<file path="src/rtl/umidade_sensor_rx.sv">
// Soil-humidity sensor receiver: synchronizes and debounces two raw sensor lines,
// issues state-change events on a valid/ready handshake, and counts dry transitions.
// Optional macro UMIDADE_SEG_EN builds the 7-segment decoder on seg; otherwise seg is 8'h00.
module umidade_sensor_rx #(
    parameter int unsigned DEBOUNCE = 4,
    parameter int unsigned CNT_W    = 8
) (
    input  logic             clk_2,
    input  logic             reset_n,
    input  logic [1:0]       sens_raw,
    output logic [1:0]       estado,
    output logic             evt_valid,
    output logic [1:0]       evt_code,
    input  logic             evt_ready,
    output logic             overrun,
    output logic [CNT_W-1:0] dry_count,
    output logic [7:0]       seg
);

    localparam int unsigned NCH  = 2;
    localparam int unsigned DB_W = (DEBOUNCE > 2) ? $clog2(DEBOUNCE) : 1;
    localparam logic [DB_W-1:0]  DB_LAST = DB_W'(DEBOUNCE - 1);
    localparam logic [CNT_W-1:0] DRY_MAX = {CNT_W{1'b1}};

    logic [NCH-1:0]  sync1_q;
    logic [NCH-1:0]  sync2_q;
    logic [DB_W-1:0] db_cnt_q [NCH];
    logic [DB_W-1:0] db_cnt_d [NCH];
    logic [NCH-1:0]  estado_d;
    logic            chg;
    logic            dry_edge;

    // Two-flop synchronizer per channel
    always_ff @(posedge clk_2) begin
        if (!reset_n) begin
            sync1_q <= '0;
            sync2_q <= '0;
        end else begin
            sync1_q <= sens_raw;
            sync2_q <= sync1_q;
        end
    end

    // Per-channel debounce: a differing level must persist DEBOUNCE cycles
    always_comb begin
        estado_d = estado;
        for (int i = 0; i < NCH; i++) begin
            db_cnt_d[i] = '0;
            if (sync2_q[i] != estado[i]) begin
                if (db_cnt_q[i] == DB_LAST) begin
                    estado_d[i] = sync2_q[i];
                end else begin
                    db_cnt_d[i] = db_cnt_q[i] + DB_W'(1);
                end
            end
        end
    end

    always_ff @(posedge clk_2) begin
        if (!reset_n) begin
            for (int i = 0; i < NCH; i++) begin
                db_cnt_q[i] <= '0;
            end
            estado <= '0;
        end else begin
            for (int i = 0; i < NCH; i++) begin
                db_cnt_q[i] <= db_cnt_d[i];
            end
            estado <= estado_d;
        end
    end

    assign chg      = (estado_d != estado);
    assign dry_edge = (estado == '0) && (estado_d != '0);

    // Event handshake; a new change always wins over a same-cycle acceptance
    always_ff @(posedge clk_2) begin
        if (!reset_n) begin
            evt_valid <= 1'b0;
            evt_code  <= '0;
            overrun   <= 1'b0;
        end else begin
            if (chg) begin
                evt_valid <= 1'b1;
                evt_code  <= estado_d;
                if (evt_valid && !evt_ready) begin
                    overrun <= 1'b1;
                end
            end else if (evt_valid && evt_ready) begin
                evt_valid <= 1'b0;
            end
        end
    end

    // Saturating count of entries into a dry condition
    always_ff @(posedge clk_2) begin
        if (!reset_n) begin
            dry_count <= '0;
        end else if (dry_edge && (dry_count != DRY_MAX)) begin
            dry_count <= dry_count + CNT_W'(1);
        end
    end

`ifdef UMIDADE_SEG_EN
    always_comb begin
        seg = 8'h00;
        case (estado)
            2'b01:   seg = 8'h3F;
            2'b10:   seg = 8'h06;
            2'b11:   seg = 8'h5B;
            default: seg = 8'h00;
        endcase
    end
`else
    assign seg = 8'h00;
`endif

endmodule

</file>
<file path="config.mk">
export PLATFORM = sky130hd
export DESIGN_NAME = umidade_sensor_rx
export DESIGN_NICKNAME = d
export VERILOG_FILES = /design/src/rtl/umidade_sensor_rx.sv
export SDC_FILE = /design/constraint.sdc
export NUM_CORES = 1
export LEC_CHECK = 0
export BUFFER_PORTS_ARGS = -buffer_cell sky130_fd_sc_hd__buf_2
export CAP_MARGIN = 15
export CORE_UTILIZATION = 35
export CTS_CLUSTER_DIAMETER = 120
export CTS_CLUSTER_SIZE = 30
export DETAILED_ROUTE_END_ITERATION = 6
export SLEW_MARGIN = 40
export SYNTH_ARGS = -nofsm -noshare
export SYNTH_HDL_FRONTEND = slang
export SYNTH_SLANG_ARGS = --single-unit
export TNS_END_PERCENT = 5
</file>
<file path="constraint.sdc">
create_clock -name clk_2 -period 2.1 [get_ports clk_2]
set_clock_uncertainty 0.05 [all_clocks]
set_input_delay 0.21 -clock clk_2 [delete_from_list [all_inputs] [get_ports clk_2]]
set_output_delay 0.21 -clock clk_2 [all_outputs]
set_load 0.02 [all_outputs]
</file>
# ---- Yosys cells after proc, flatten, opt, wreduce, memory -nomap -nowiden
# Memory sizes are Yosys's and may differ from the RTL's.
# Index checks and enable logic that the tools add are counted.
dict set report classes {
  reduce_logical 9
  add_sub_neg 3
  bitwise_logic 2
  eq_ne 6
  mux 14
}
# op n
set ops {}
lappend ops {{two-way mux 2 bit} 6}
lappend ops {{adder 8 x 1 -> 8 bit, second input constant} 1}
lappend ops {{two-way mux 1 bit} 8}
lappend ops {{!= test 8 bit, second input constant} 1}
lappend ops {{adder 2 x 1 -> 2 bit, second input constant} 2}
lappend ops {{equality test 2 bit, second input constant} 2}
lappend ops {{logical AND 1 bit} 4}
lappend ops {{nonzero test 2 bit} 2}
lappend ops {{logical NOT 2 bit} 1}
lappend ops {{!= test 1 bit} 2}
lappend ops {{!= test 2 bit} 1}
lappend ops {{bitwise OR 1 bit} 2}
lappend ops {{AND reduction 2 bit} 1}
lappend ops {{logical NOT 1 bit} 1}
dict set report totals {
  n_memories 1
  ram_bits 4
  ff_bits 18
  word_cells 42
  in_bits 5
}
# name words width read_ports rd_ports_with_merged_regs write_ports line
set mem_list {}
lappend mem_list {db_cnt_q 2 2 2 0 2 27} ;# logic [DB_W-1:0] db_cnt_q [NCH];

# ---- Logic depth before layout (Yosys ltp)
# An unclocked memory read counts as a cell.
dict set report depth {
  depth_word 7
  depth_mapped 6
}

# ---- Worst setup path after synthesis
# Ideal clock, no wire load.
dict set report synth_path {
  path_type {register to register}
  from {register dry_count[0]}
  to {register dry_count[1]}
  path_buffers 1
  arrival_ns 1.410
  path_stages_with_launch 7
  slack_ns 0.512
  required_time_ns 1.922
  cell_sequence {dfxtp_1 ha_1 nand3_1 o211ai_4 buf_6 mux2i_1 nor2_1}
}
dict set report synth_via {
  elab_chain_cells 2
  elab_cells_between_ends 3
  cone_classes {1 x add/sub; 1 x eq/ne; 1 x reduce/logical}
}
# item line
set synth_lines {}
lappend synth_lines {{start, declared} 16} ;# output logic [CNT_W-1:0] dry_count,
lappend synth_lines {{start signal, assigned} 100} ;# dry_count <= dry_count + CNT_W'(1);
lappend synth_lines {{branches (longest 2 deep; another with adder 8 x 1 -> 8 bit)} n/a}
# Parallel ways; which one is timed is not known.
# A chain may end at the register's enable or synchronous reset.

==> results.md <==
- Via density per instance: 4.88
- Library cell used as clock root buffer: sky130_fd_sc_hd__clkbuf_4
- Area of the placeable core: between 0.002 and 0.003 mm2
- Largest buffer count on any clock path: 2
- Proportion of synthesized chip area in sequential cells: a little under half
- First-pass GRT wire length: 2670 um
- Cell Rows: 18
- Starting DRT DRC Count: 13
- Total power divided by cell area: ~640 mW/mm2
- Max Transition Viols Final: 0
- Maximum number of pins on one net before global-route repair: 16
- Maximum achievable frequency: between 500 and 600 MHz
- Tmin final: roughly 1.7 ns
- Buffer count from post-CTS setup fixing: 0
- IO buf count: 18
- Setup violations, final: 0
- Portion of the clock cycle consumed by the worst path in the final layout: about four fifths
- Clk slew on worst S/H paths: 0.12 ns
- Via count of the first global-routing pass: 604
- Initial Util: 37.7%
- Diode insertion count for antenna repair: 0
- Most frequently used cell type in the post-synthesis netlist: sky130_fd_sc_hd__dfxtp_1
- Post-route setup TNS: 0 ns
- Worst setup EP type: flop
- Number of remaining DRC errors: 0
- Critical Path RT: between 2 and 2.5 ns
- Antenna viol nets, final: 0
- Antenna violations before repair: 0
- Final cell utilization of the core: about 42%
- Final wirelength: around 1600 um
- Hold buffer count at cts: 0
- Post-synth cell types: 28
- Post-synthesis instance area: 951 um2
- Avg WL per Cell: roughly 11 um
- Highest ir drop seen on vdd: roughly 0.00026 V
- Boundary Pins: 27
- Net total in the final layout: ~120
- WS Path Type: reg -> reg
- Data arrival time at the worst-slack endpoint: 1.87 ns
- Gate Count Post-Synth: 95
- Most frequent cells after synthesis: 22 x sky130_fd_sc_hd__dfxtp_1, 9 x sky130_fd_sc_hd__a21oi_1, 8 x sky130_fd_sc_hd__buf_4
- Die Outline Area: 0.00293 mm2
- Overflow left after global routing: 0
- Final Hold Violating Endpoints: 0
- Final Wtd Congestion: 0.744
- Biggest fanout along the worst timing path: 14
- H-tree depth reported by CTS: 1
- Top cell type by total area after synthesis: sky130_fd_sc_hd__dfxtp_1
- Top area cells in the synthesized netlist: sky130_fd_sc_hd__dfxtp_1 46%, sky130_fd_sc_hd__buf_4 6.3%, sky130_fd_sc_hd__a21oi_1 4.7%
- Number of synthesized flops with an enable pin: 0
- Number of storage elements in the synthesis netlist: 22
- Reported max-cap violation count: 0
- Fraction of final layout cells sized beyond drive strength 1: between 20% and 30%
- Leakage Power: about 0.47 nW
- Global router's overall resource usage: between 10% and 20%
- Synth-to-layout area growth: 12.1%
- Slowest stage cell on the critical path: sky130_fd_sc_hd__or4_1
- Crit path largest cell delay: approximately 0.49 ns
- Proportion of synthesized flip-flops having asynchronous set or reset: 0%
- Setup repair after global routing missed its margin: no
- Chain of cells forming the critical path: ha_1, a22o_4, o211ai_4, or4_1, a21oi_1
- Status: finished, final reports clean
- Clock tree from TritonCTS: done
- Vertical extent of the die: between 50 and 60 um
- Post-CTS Resized: 0
- Path category of the worst min-delay check: in -> reg
- Total CTS buffers: 3
- Die span in x: roughly 54 um
- Critical path startpoint category: flop
- Detailed-routing iteration count for the pre-antenna-repair pass: 4
- Synthesized area per cell: between 10 and 15 um2
- Register-to-register setup slack: 0.42 ns
- Sink count of the clock tree: 22
- Portion of synthesized cell area occupied by the leading cell type: a little under half
- Layout fillers: roughly 280
- Number of warnings printed during yosys synthesis: 0
- Most common flop cell mapped by yosys: sky130_fd_sc_hd__dfxtp_1
- Clock latency of the later-clocked register in the worst-skew pair: 0.30 ns
- Overall via count from detail_route: between 700 and 800
- HPWL reported at the end of detailed placement: roughly 1100 um
## path summary, 6_finish.rpt
check | cells after the start | startpoint | endpoint
worst max-delay path | 5 | db_cnt_q[0][0]$_SDFF_PP0_ | dry_count[5]$_SDFFE_PN0P_
worst min-delay path | 2 | sens_raw[1] | sync1_q[1]$_SDFF_PN0_
worst max register to register | 5 | db_cnt_q[0][0]$_SDFF_PP0_ | dry_count[5]$_SDFFE_PN0P_
worst min register to register | 1 | db_cnt_q[0][0]$_SDFF_PP0_ | db_cnt_q[0][0]$_SDFF_PP0_
## area by class of cell
| cell class | instances | area [um2] | area share (%) |
|---|---|---|---|
| Multi-Input combinational cell | 68 | 454 | 42.6 |
| Sequential cell | 22 | 440 | 41.3 |
| Timing Repair Buffer | 18 | 90.1 | 8.45 |
| Tap cell | 30 | 37.5 | 3.52 |
| Clock buffer | 4 | 36.3 | 3.40 |
| Inverter | 2 | 7.51 | 0.704 |
## layer usage
| layer | part of all wire, % | vias to the layer above | global-route usage (%) |
|---|---|---|---|
| met5 | 0 | - | 0 |
| met4 | 0 | 0 | 6.41 |
| met3 | 4.5 | 0 | 3.39 |
| met2 | 47 | 18 | 21.1 |
| met1 | 48 | 325 | 15.8 |
| li1 | - | 359 | - |
## critical path: cells and delay by family, from the launching register on
family / cells / cell delay (ns)
flops: 1 / 0.35
simple gates: 1 / 0.49
compound gates: 3 / 0.45
fa+ha+maj: 1 / 0.27
## cell usage in the layout (no fill, tap or decap), drive strengths merged
cell / Yosys / layout
mux2i: 3 / 3
clkbuf: 1 / 4
o21ai: 3 / 3
nor4b: 2 / 2
a22oi: 1 / 1
conb: 1 / 8
nand2b: 1 / 1
a21oi: 9 / 9
nand4: 1 / 1
xor2: 3 / 3
dfxtp: 22 / 22
buf: 9 / 18
or2: 2 / 2
inv: 2 / 2
or4: 3 / 3
o31ai: 3 / 3
nand3: 4 / 4
or3: 3 / 3
a22o: 1 / 1
and2: 4 / 4
nand2: 4 / 4
o21a: 1 / 1
and4b: 2 / 2
o211ai: 1 / 1
ha: 3 / 3
nor2: 6 / 6
## report_power, final
part           switching, W  internal [W]
clock network      0.000119      0.000106
logic             0.0000215    0.00000649
registers        0.00000265      0.000422
## state kept, by name (all words and copies together), names as in the netlist
register	count
dry_count	8
db_cnt_q	4
estado	2
evt_code	2
sync1_q	2
sync2_q	2
evt_valid	1
overrun	1
## stage by stage
step	instance area (um2)	power (W)	cells	setup WS, ns	hold WS, ns
6_report	1070	0.000677	144	0.417	0.0621
3_5_place_dp	1030	0.000462	140	0.446	0.369
2_1_floorplan	977	0.000466	102	0.512	0.277
5_1_grt	1070	0.000718	144	0.312	0.0407
3_3_place_gp	1030	0.000462	140	0.464	0.362
4_1_cts	1070	0.000693	144	0.410	0.0477
## cell families after synthesis
| logic type | count (synthesis) | share of synthesized area (%) |
|---|---|---|
| xor gates and xnor gates | 3 | 2.76 |
| DFF | 22 | 46.3 |
| and+or+nand+nor | 32 | 20.4 |
| AOI/OAI and AO/OA | 19 | 14.3 |
| muxes | 3 | 3.16 |
| buffers and inverters | 12 | 8.68 |
| adders and majority gates | 3 | 3.95 |
| other | 1 | 0.394 |
Note: power is estimated with default switching activity, not from simulation.
